### src/rtl/seven_seg_pkg.sv
// Shared types and helpers for the seven-segment display arbiter.
// The BLANK state exists only when SEVEN_SEG_ARB_BLANK_EN is defined.
package seven_seg_pkg;

  localparam int unsigned DataWidth = 16;

  typedef enum logic [1:0] {
    StIdle,
    StShow
`ifdef SEVEN_SEG_ARB_BLANK_EN
    ,
    StBlank
`endif
  } state_e;

  function automatic int unsigned ms_to_cycles(input int unsigned clk_freq,
                                               input int unsigned ms);
    return (clk_freq / 1000) * ms;
  endfunction

endpackage

### src/rtl/ms_timer.sv
// Loadable up-counter: counts from 0 to a stored terminal value and holds there.
// done_o is high while the count sits on the terminal value.
module ms_timer #(
  parameter int unsigned Width = 8
) (
  input  logic             clk_i,
  input  logic             reset_i,
  input  logic             load_i,
  input  logic [Width-1:0] last_i,
  output logic             done_o
);

  logic [Width-1:0] count_q;
  logic [Width-1:0] last_q;

  always_ff @(posedge clk_i) begin
    if (reset_i) begin
      count_q <= '0;
      last_q  <= '0;
    end else if (load_i) begin
      count_q <= '0;
      last_q  <= last_i;
    end else if (count_q != last_q) begin
      // Saturate on the terminal value so the counter never wraps.
      count_q <= count_q + Width'(1);
    end
  end

  assign done_o = (count_q == last_q);

endmodule

### src/rtl/seven_seg_arbiter.sv
// Two-requester arbiter that grants the seven-segment display for a minimum hold time.
// Define SEVEN_SEG_ARB_BLANK_EN to insert a dark gap (BLANK_MS) between owners.
module seven_seg_arbiter
  import seven_seg_pkg::*;
#(
  parameter int unsigned CLK_FREQ = 100000000,
  parameter int unsigned HOLD_MS  = 500
`ifdef SEVEN_SEG_ARB_BLANK_EN
  ,
  parameter int unsigned BLANK_MS = 50
`endif
) (
  input  logic                 clk_i,
  input  logic                 reset_i,
  input  logic                 req0_valid_i,
  input  logic [DataWidth-1:0] req0_data_i,
  output logic                 req0_ready_o,
  input  logic                 req1_valid_i,
  input  logic [DataWidth-1:0] req1_data_i,
  output logic                 req1_ready_o,
  output logic [DataWidth-1:0] data_o,
  output logic                 owner_o,
  output logic                 busy_o,
  output logic                 blank_o
);

  localparam int unsigned HOLD_CYCLES = ms_to_cycles(CLK_FREQ, HOLD_MS);
`ifdef SEVEN_SEG_ARB_BLANK_EN
  localparam int unsigned BLANK_CYCLES = ms_to_cycles(CLK_FREQ, BLANK_MS);
  localparam int unsigned MaxCycles = (HOLD_CYCLES > BLANK_CYCLES) ? HOLD_CYCLES : BLANK_CYCLES;
`else
  localparam int unsigned MaxCycles = HOLD_CYCLES;
`endif
  localparam int unsigned CntWidth = (MaxCycles > 1) ? $clog2(MaxCycles) : 1;
  localparam logic [CntWidth-1:0] HoldLast = CntWidth'(HOLD_CYCLES - 1);
`ifdef SEVEN_SEG_ARB_BLANK_EN
  localparam logic [CntWidth-1:0] BlankLast = CntWidth'(BLANK_CYCLES - 1);
`endif

  state_e               state_q, state_d;
  logic [DataWidth-1:0] data_q, data_d;
  logic                 owner_q, owner_d;
  logic                 last_grant_q, last_grant_d;

  logic                 ready0, ready1;
  logic                 hs0, hs1;
  logic                 tmr_load;
  logic [CntWidth-1:0]  tmr_last;
  logic                 tmr_done;

  ms_timer #(
    .Width (CntWidth)
  ) u_ms_timer (
    .clk_i   (clk_i),
    .reset_i (reset_i),
    .load_i  (tmr_load),
    .last_i  (tmr_last),
    .done_o  (tmr_done)
  );

  // Ready is combinational and forced low during reset so no handshake can complete.
  always_comb begin
    ready0 = 1'b0;
    ready1 = 1'b0;
    if (!reset_i) begin
      case (state_q)
        StIdle: begin
          if (req0_valid_i && req1_valid_i) begin
            ready0 = last_grant_q;
            ready1 = !last_grant_q;
          end else begin
            ready0 = req0_valid_i;
            ready1 = req1_valid_i;
          end
        end
        StShow: begin
          ready0 = !owner_q;
          ready1 = owner_q;
        end
        default: ;
      endcase
    end
  end

  assign hs0 = req0_valid_i && ready0;
  assign hs1 = req1_valid_i && ready1;

  always_comb begin
    state_d      = state_q;
    data_d       = data_q;
    owner_d      = owner_q;
    last_grant_d = last_grant_q;
    tmr_load     = 1'b0;
    tmr_last     = HoldLast;
    case (state_q)
      StIdle: begin
        if (hs0 || hs1) begin
          data_d       = hs1 ? req1_data_i : req0_data_i;
          owner_d      = hs1;
          last_grant_d = hs1;
          tmr_load     = 1'b1;
          state_d      = StShow;
        end
      end
      StShow: begin
        // Owner updates refresh the word without touching the hold count.
        if (hs0 || hs1) begin
          data_d = hs1 ? req1_data_i : req0_data_i;
        end
        if (tmr_done) begin
`ifdef SEVEN_SEG_ARB_BLANK_EN
          state_d  = StBlank;
          tmr_load = 1'b1;
          tmr_last = BlankLast;
`else
          state_d  = StIdle;
`endif
        end
      end
`ifdef SEVEN_SEG_ARB_BLANK_EN
      StBlank: begin
        if (tmr_done) begin
          state_d = StIdle;
        end
      end
`endif
      default: state_d = StIdle;
    endcase
  end

  always_ff @(posedge clk_i) begin
    if (reset_i) begin
      state_q      <= StIdle;
      data_q       <= '0;
      owner_q      <= 1'b0;
      last_grant_q <= 1'b1;
    end else begin
      state_q      <= state_d;
      data_q       <= data_d;
      owner_q      <= owner_d;
      last_grant_q <= last_grant_d;
    end
  end

  assign req0_ready_o = ready0;
  assign req1_ready_o = ready1;
  assign data_o       = data_q;
  assign owner_o      = owner_q;
  assign busy_o       = (state_q != StIdle);
`ifdef SEVEN_SEG_ARB_BLANK_EN
  assign blank_o      = (state_q == StBlank);
`else
  assign blank_o      = 1'b0;
`endif

endmodule

### config.mk
export PLATFORM = sky130hd
export DESIGN_NAME = seven_seg_arbiter
export DESIGN_NICKNAME = d
export VERILOG_FILES = /design/src/rtl/seven_seg_pkg.sv /design/src/rtl/ms_timer.sv /design/src/rtl/seven_seg_arbiter.sv
export SDC_FILE = /design/constraint.sdc
export NUM_CORES = 1
export LEC_CHECK = 0
export CAP_MARGIN = 30
export CORE_MARGIN = 2
export CORE_UTILIZATION = 50
export CTS_BUF_LIST = sky130_fd_sc_hd__clkbuf_8
export DETAILED_ROUTE_END_ITERATION = 16
export PLACE_DENSITY = 0.75
export SLEW_MARGIN = 40
export SYNTH_ARGS = -nofsm -noshare
export SYNTH_HDL_FRONTEND = slang
export SYNTH_HIERARCHICAL = 1
export SYNTH_SLANG_ARGS = --single-unit
### constraint.sdc
create_clock -name clk_i -period 2.6 [get_ports clk_i]
set_input_delay 0.39 -clock clk_i [delete_from_list [all_inputs] [get_ports clk_i]]
set_output_delay 0.39 -clock clk_i [all_outputs]
set_load 0.1 [all_outputs]
==> flow_metrics.py, run 1 <==
metrics = {
    "setup_path": {
        "crit_type": "reg -> reg",
        "cp.required_ns": 2.83,
        "cp_max_fo": 33,
        "arrival_ns": 2.55,
        "r2r_slack_ns": 0.29,
        "startpoint_type": "flip-flop",
        "crit_path_end_kind": "flip-flop",
    },
    "floorplanning": {
        "coreArea_sq_mm": 0.00687,
        "die_y_um": 88.9,
        "initial_core_util_pct": 52.4,
        "dieArea_sq_mm": 0.00790,
        "die_w_um": 88.9,
        "pin_count": 57,
        "fp-row-count": 30,
    },
    "timing": {
        "finClkSkew_ns": 0.00592,
        "layout_min_cycle_time_ns": 2.31,
        "grt_setup_unrepaired": "false",
        "setup_viol": 0,
        "slew_headroom_pct": 52.6,
        "timing.final.max_slew_violations": 0,
        "finalCritPeriodShare_pct": 89.0,
        "timing.fmax_mhz": 432,
        "finalSetupTns_ns": 0,
        "worst_pin_slew_ns": 0.708,
        "finalHoldViolations": 0,
    },
    "drt": {
        "route.detailed.drc": 0,
        "viasPerCell": 5.28,
        "ant_nets": 0,
        "drtIter0Drc": 199,
        "totalWireLength_um": 7570,
        "num_vias": 2982,
        "drtPass1Iterations": 4,
        "wl_per_cell_um": 13.4,
    },
    "placed_design": {
        "dp_cells": 550,
        "place_area_sq_mm": 0.00420,
        "routabilityCongestion": 0.852,
        "dpl.hpwl_um": 5460,
        "io_buffers": 55,
    },
    "cells_and_area": {
        "multiInputGateArea_sq_mm": 0.00207,
        "layout-area-overhead-vs-synth_pct": 21.6,
        "seq_area_sq_mm": 0.00142,
        "drive_gt1_share_pct": 17.3,
        "fillers": 617,
        "num_antenna_cells": 0,
        "final_util_pct": 63.8,
        "nets": 502,
        "final_area_sq_mm": 0.00438,
        "post_layout_nonfiller_instances": 565,
    },
    "yosys": {
        "syn_avg_cell_area_sq_um": 9.16,
        "synth_most_common_cell": "dfxtp_1",
        "synth_area_leaders": "dfxtp_1, mux2i_1, xor2_1, nor2_1, a311oi_2",
        "yosys_warnings": 6,
        "netlist_area_sq_mm": 0.00360,
        "yosys-top-cells-count": "dfxtp_1, nor2_1, nand2_1, mux2i_1, xor2_1",
        "async_reset_ff_share_pct": 0,
        "yosys.area.top_type": "dfxtp_1",
        "synth_top_area_share_pct": 39.5,
        "ys_seq_area_share_pct": 39.5,
        "ys_types": 51,
        "ys_seq_elements": 71,
        "synth_cells": 393,
        "synth_ff_type": "dfxtp_1",
        "synth_edf_count": 0,
    },
    "clock_network": {
        "ctsResizeCount": 0,
        "cts_tree": "yes",
        "cts_sinks": 71,
        "cts_htree_levels": 3,
        "clockBufferDepth": 2,
        "cts_made_buffers": 9,
        "post_cts_buffers": 0,
        "clkLatencyLatePin_ns": 0.34,
        "clk_pin_slew_worst_paths_ns": 0.07,
        "cts_root_buffer": "clkbuf_8",
        "cts_hold_buf": 0,
    },
    "global_routing": {
        "grt_pass1_vias": 2779,
        "grtUsageMet3_pct": 6.72,
        "track_usage_pct": 21.0,
        "antenna_found_initial": 0,
        "grt_max_degree": 55,
        "overflow": 0,
        "grt_pass1_wl_um": 12900,
        "use_met1_pct": 26.4,
        "grt_util_met2_pct": 34.7,
        "top_usage_layer": "met2",
    },
    "pwr": {
        "p_leak_nw": 1.85,
        "power_density_mw_per_mm2": 595,
        "ir_drop_v": 0.000349,
        "p_total_mw": 2.61,
    },
    "hold_path": {
        "hold_path.class": "reg -> reg",
    },
    "status": {
        "status": "completed",
    },
    "job": {
        "drv_cap": 0,
    },
}
==> sequential cells by signal, summed over array words and instances, names as in the netlist <==
signal,flops
owner_o,1
u_ms_timer/last_q,26
u_ms_timer/count_q,26
state_q,1
data_o,16
last_grant_q,1
==> metal layers <==
metal | vias up | share of wire (%)
li1 | 1515 | -
met1 | 1378 | 45
met2 | 77 | 47
met3 | 12 | 6.1
met4 | 0 | 1.5
met5 | - | 0
==> critical path, cell delays in order, from the launching register on <==
cell and delay [ns]:
dfxtp_1 0.46, xor2_1 0.11, nor4_1 0.43, nand3_2 0.22
or2_1 0.44, inv_8 0.23, nor2_1 0.09, a41o_1 0.22
==> through the flow <==
stage | setup WS, ns | hold WS (ns)
2_1_floorplan | 0.0133 | 0.455
3_3_place_gp | 0.244 | 0.472
3_5_place_dp | 0.205 | 0.481
4_1_cts | 0.263 | 0.490
5_1_grt | 0.102 | 0.518
6_report | 0.285 | 0.490
==> cells in the final DEF, fill, tap and decap left out, types with 3 or more instances in the layout <==
cell and count:
dfxtp_1 71, nor2_1 53, nand2_1 39, clkdlybuf4s50_1 34
mux2i_1 30, conb_1 27, xor2_1 27, buf_4 25
or3_1 12, a311oi_2 10, nand3_1 10, nand2_2 9
clkbuf_8 9, o21ai_0 8, a21oi_1 8, a21oi_2 7
a311oi_1 6, nor4_1 6, or4_1 6, and3_1 5
and4_1 5, o21ai_2 5, inv_1 4, nand4_1 4
o31ai_1 4, or2_2 3, nand2b_1 3, o2111ai_1 3
xnor2_1 3, o211ai_1 3
==> area by class of cell <==
| cell class | instances | share of cell area, % |
|---|---|---|
| Multi-Input combinational cell | 318 | 47.2 |
| Tap cell | 96 | 2.74 |
| Clock inverter | 6 | 1.26 |
| Clock buffer | 9 | 2.83 |
| Sequential cell | 71 | 32.4 |
| Inverter | 3 | 0.428 |
| Timing Repair Buffer | 62 | 13.1 |
==> final timing paths <==
path                                        startpoint  cells after the start                endpoint
worst min register to register  u_ms_timer/count_q[25]                      2  u_ms_timer/count_q[25]
worst min-delay path            u_ms_timer/count_q[25]                      2  u_ms_timer/count_q[25]
worst max-delay path             u_ms_timer/count_q[6]                      7   u_ms_timer/count_q[7]
worst max register to register   u_ms_timer/count_q[6]                      7   u_ms_timer/count_q[7]
==> power breakdown <==
group,internal [mW],leakage [nW],switching [mW]
clock,0.427,0.0975,0.388
combinational,0.203,1.17,0.400
sequential,1.14,0.580,0.0440
total,1.77,1.85,0.832
==> logic make-up (layout without fill, tap and decap cells) <==
family,after synthesis,after routing,share of synthesized area [%]
simple gates,169,169,23.9
buf+inv,29,80,5.87
other cells,2,27,0.209
compound gates,61,61,14.6
xor+xnor,30,30,7.30
mux,30,30,8.34
fa+ha+maj,1,1,0.347
flops,71,71,39.5
Note: power is estimated with default switching activity, not from simulation.
==> run 2: changes to the inputs <==
- CORE_UTILIZATION: 50 -> 56
- PLACE_DENSITY: 0.75 -> 0.83
==> flow_metrics.py, run 2 (synthesis results as in run 1) <==
metrics = {
    "setup_path": {
        "crit_type": "reg -> reg",
        "crit_path_end_kind": "flip-flop",
        "crit_path_start": "u_ms_timer/count_q[5]",
        "cp_max_fo": 33,
        "r2r_slack_ns": 0.24,
        "cp.required_ns": 2.84,
        "crit_end": "u_ms_timer/count_q[7]",
        "startpoint_type": "flip-flop",
        "arrival_ns": 2.59,
        "ff2ff_path_depth": 7,
        "reg2reg_from": "u_ms_timer/count_q[5]",
        "worstReg2RegEnd": "u_ms_timer/count_q[7]",
    },
    "drt": {
        "drtPass1Iterations": 4,
        "route.detailed.drc": 0,
        "totalWireLength_um": 7870,
        "num_vias": 3038,
        "drtIter0Drc": 234,
        "viasPerCell": 5.54,
        "ant_nets": 0,
        "wl_per_cell_um": 14.4,
    },
    "timing": {
        "setup_viol": 0,
        "grt_setup_unrepaired": "false",
        "finClkSkew_ns": 0.00625,
        "slew_headroom_pct": 51.1,
        "finalHoldViolations": 0,
        "finalSetupTns_ns": 0,
        "finalCritPeriodShare_pct": 90.7,
        "timing.fmax_mhz": 424,
        "worst_pin_slew_ns": 0.731,
        "layout_min_cycle_time_ns": 2.36,
        "whs_ns": 0.487,
        "timing.final.max_slew_violations": 0,
    },
    "clock_network": {
        "cts_sinks": 71,
        "ctsResizeCount": 0,
        "cts_hold_buf": 0,
        "cts_htree_levels": 3,
        "cts_tree": "yes",
        "clkLatencyLatePin_ns": 0.35,
        "post_cts_buffers": 0,
        "cts_root_buffer": "clkbuf_8",
        "clockBufferDepth": 2,
        "cts_made_buffers": 9,
        "clk_pin_slew_worst_paths_ns": 0.07,
    },
    "cells_and_area": {
        "nets": 504,
        "final_area_sq_mm": 0.00438,
        "post_layout_nonfiller_instances": 548,
        "layout_commonest_cell": "dfxtp_1",
        "num_antenna_cells": 0,
        "drive_gt1_share_pct": 18.0,
        "layout-area-overhead-vs-synth_pct": 21.5,
        "layout_common_cells": "dfxtp_1, nor2_1, nand2_1",
    },
    "global_routing": {
        "track_usage_pct": 23.2,
        "antenna_found_initial": 0,
        "overflow": 0,
        "grt_pass1_vias": 2931,
        "grt_pass1_wl_um": 13300,
        "grt_max_degree": 34,
    },
    "floorplanning": {
        "die_w_um": 84.2,
        "die_y_um": 84.2,
        "dieArea_sq_mm": 0.00709,
        "coreArea_sq_mm": 0.00628,
        "initial_core_util_pct": 57.4,
        "fp-row-count": 29,
        "pin_count": 57,
    },
    "status": {
        "status": "completed",
    },
    "placed_design": {
        "dp_cells": 533,
        "dpl.hpwl_um": 5700,
        "routabilityCongestion": 0.854,
        "io_buffers": 55,
        "place_area_sq_mm": 0.00419,
    },
    "hold_path": {
        "holdPathStages": 3,
        "hold_path.class": "in -> reg",
    },
    "job": {
        "drv_cap": 0,
    },
    "pwr": {
        "power_density_mw_per_mm2": 596,
        "p_leak_nw": 1.85,
        "ir_drop_v": 0.000380,
    },
}
## run 2: metal layers
layer	up-vias	part of all wire, %	global-route usage (%)
li1	1512	-	-
met1	1443	44	28.1
met2	71	51	39.6
met3	12	3.6	5.70
met4	0	1.7	9.38
met5	-	0	0
## run 2: through the flow
step	total power [mW]	worst slack, ns	util, %
floorplan	1.68	0.0133	-
global placement	1.81	0.271	66.8
detailed placement	1.82	0.231	66.8
CTS	2.63	0.252	69.7
global route	2.72	0.113	69.7
finish	2.61	0.242	69.7
## run 2: how the worst min path moves through the flow
stage / start / to / slack [ns]
finish: reset_i / state_q[0] / 0.49
global route: reset_i / state_q[0] / 0.49
CTS: reset_i / state_q[0] / 0.48
detailed placement: u_ms_timer/count_q[25] / u_ms_timer/count_q[25] / 0.48
global placement: u_ms_timer/count_q[25] / u_ms_timer/count_q[25] / 0.48
floorplan: u_ms_timer/count_q[25] / u_ms_timer/count_q[25] / 0.46
## run 2: worst max-delay path, stage by stage (launching register included)
cell and delay, ns:
dfxtp_1 0.51, xor2_1 0.15, nor4_2 0.36, nand4_2 0.24
or2_1 0.43, inv_8 0.23, nor2_1 0.10, a41o_1 0.23
## run 2: layout make-up
type	count	area [sq um]
multi-input cells	318	2070
flip-flops and latches	71	1420
fillers	509	1900
well taps	77	96.3
clock buffers	12	165
clock inverters	3	17.5
inverters	3	18.8
repair buffers	64	588
## run 2: where the power goes
| part | leakage [nW] | internal, mW | switching (mW) | total, mW |
|---|---|---|---|---|
| registers | 0.580 | 1.14 | 0.0455 | 1.19 |
| clock network | 0.0942 | 0.416 | 0.393 | 0.809 |
| logic | 1.18 | 0.206 | 0.405 | 0.610 |
==> run 3: changes to the inputs <==
- CORE_ASPECT_RATIO: not set -> 0.9
==> flow_metrics.py, run 3 (synthesis results as in run 1) <==
metrics = {
    "cells_and_area": {
        "final_area_sq_mm": 0.00439,
        "final_util_pct": 71.0,
        "fillers": 512,
        "layout-area-overhead-vs-synth_pct": 22.0,
        "layout_commonest_cell": "dfxtp_1",
        "drive_gt1_share_pct": 17.5,
        "num_antenna_cells": 0,
        "nets": 501,
        "layout_common_cells": "dfxtp_1, nor2_1, nand2_1",
    },
    "global_routing": {
        "grt_pass1_wl_um": 13000,
        "antenna_found_initial": 0,
        "overflow": 0,
        "grt_max_degree": 55,
        "track_usage_pct": 23.6,
        "grt_pass1_vias": 2931,
    },
    "hold_path": {
        "holdPathStages": 2,
        "min_to": "u_ms_timer/count_q[25]",
        "hold_path.class": "reg -> reg",
        "hp-start": "u_ms_timer/count_q[25]",
    },
    "timing": {
        "grt_setup_unrepaired": "false",
        "finalSetupTns_ns": 0,
        "timing.final.max_slew_violations": 0,
        "worst_pin_slew_ns": 0.687,
        "slew_headroom_pct": 54.0,
        "setup_viol": 0,
        "finClkSkew_ns": 0.00554,
        "finalHoldViolations": 0,
        "timing.fmax_mhz": 445,
        "finalCritPeriodShare_pct": 86.5,
        "layout_min_cycle_time_ns": 2.25,
    },
    "setup_path": {
        "reg2reg_from": "u_ms_timer/count_q[5]",
        "crit_chain": "xor2_1 > nor4_2 > nand4_2 > or2_1 > inv_8 > or4_1 > a21oi_1",
        "worstReg2RegEnd": "u_ms_timer/count_q[23]",
        "crit_type": "reg -> reg",
        "r2r_slack_ns": 0.35,
        "cp_top_family": "simple AND/OR/NAND/NOR gates",
        "startpoint_type": "flip-flop",
        "cp_max_fo": 33,
        "crit_path_end_kind": "flip-flop",
        "cpPeakStageDelay_ns": 0.54,
        "path_buf_inv": 1,
        "cp.required_ns": 2.87,
        "ff2ff_path_depth": 7,
        "arrival_ns": 2.52,
        "slowest_stage": "or4_1",
    },
    "drt": {
        "drtIter0Drc": 213,
        "num_vias": 3028,
        "wl_per_cell_um": 14.3,
        "viasPerCell": 5.45,
        "route.detailed.drc": 0,
        "ant_nets": 0,
        "drtPass1Iterations": 4,
        "totalWireLength_um": 7970,
    },
    "pwr": {
        "power_density_mw_per_mm2": 616,
        "p_leak_nw": 1.86,
        "ir_drop_v": 0.000327,
    },
    "floorplanning": {
        "coreArea_sq_mm": 0.00618,
        "pin_count": 57,
        "dieArea_sq_mm": 0.00709,
        "die_y_um": 80.1,
        "fp-row-count": 27,
        "die_w_um": 88.5,
        "initial_core_util_pct": 58.2,
    },
    "placed_design": {
        "routabilityCongestion": 0.857,
        "place_area_sq_mm": 0.00418,
        "io_buffers": 55,
        "dpl.hpwl_um": 5710,
    },
    "clock_network": {
        "ctsResizeCount": 0,
        "cts_made_buffers": 9,
        "cts_hold_buf": 0,
        "cts_tree": "yes",
        "cts_root_buffer": "clkbuf_8",
        "cts_sinks": 71,
        "clk_pin_slew_worst_paths_ns": 0.07,
        "clockBufferDepth": 2,
        "cts_htree_levels": 3,
        "clkLatencyLatePin_ns": 0.34,
        "post_cts_buffers": 0,
    },
    "job": {
        "drv_cap": 0,
    },
    "status": {
        "status": "completed",
    },
}
run 3: cell count changes in the layout (fill, tap and decap cells not counted):
cell / change
buf_4: -3
clkinvlp_4: -1
bufinv_16: +1
inv_1: +1
run 3: worst max-delay path by stage:
| stage | startpoint | end | slack, ns | depth (start not counted) |
|---|---|---|---|---|
| floorplan | state_q[0] | u_ms_timer/last_q[10] | 0.01 | 7 |
| global placement | req1_valid_i | u_ms_timer/count_q[10] | 0.28 | 7 |
| detailed placement | req1_valid_i | u_ms_timer/count_q[5] | 0.23 | 7 |
| CTS | u_ms_timer/count_q[5] | u_ms_timer/count_q[23] | 0.36 | 7 |
| global route | u_ms_timer/count_q[1] | u_ms_timer/count_q[7] | 0.17 | 7 |
| finish | u_ms_timer/count_q[5] | u_ms_timer/count_q[23] | 0.35 | 7 |
run 3: metal layers:
metal	global-route usage [%]	part of all wire [%]	vias up
li1	-	-	1512
met2	39.8	49	70
met4	8.64	1.4	0
met5	0	0	-
met3	6.68	4.7	11
met1	28.4	45	1435
run 3: final cells by class:
type	instances	area [sq um]	area share [%]
clock buffer	12	165	3.76
timing repair buffer	61	566	12.9
clock inverter	4	43.8	0.997
tap	87	109	2.48
inverter	3	18.8	0.427
multi-input combinational	318	2070	47.1
sequential	71	1420	32.4
run 3: report_power, final:
part / leakage [nW] / switching [mW] / internal (mW)
Combinational: 1.17 / 0.404 / 0.203
Sequential: 0.580 / 0.0454 / 1.14
Clock: 0.114 / 0.391 / 0.515
Total: 1.86 / 0.841 / 1.86
run 3: tightest hold or removal path: cells and delay by family (launching register included):
| kind | cells | cell delay (ns) |
|---|---|---|
| AND/OR/NAND/NOR | 1 | 0.06 |
| flip-flops | 1 | 0.33 |
| multiplexers | 1 | 0.06 |
run 3: per-stage QoR:
step	std cells	power, mW	hold WS [ns]	setup WS [ns]
after detailed placement	540	1.82	0.481	0.230
final	556	2.70	0.494	0.352
after global placement	540	1.81	0.473	0.280
after global routing	556	2.81	0.524	0.166
after floorplan	418	1.68	0.455	0.0133
after CTS	556	2.73	0.487	0.360
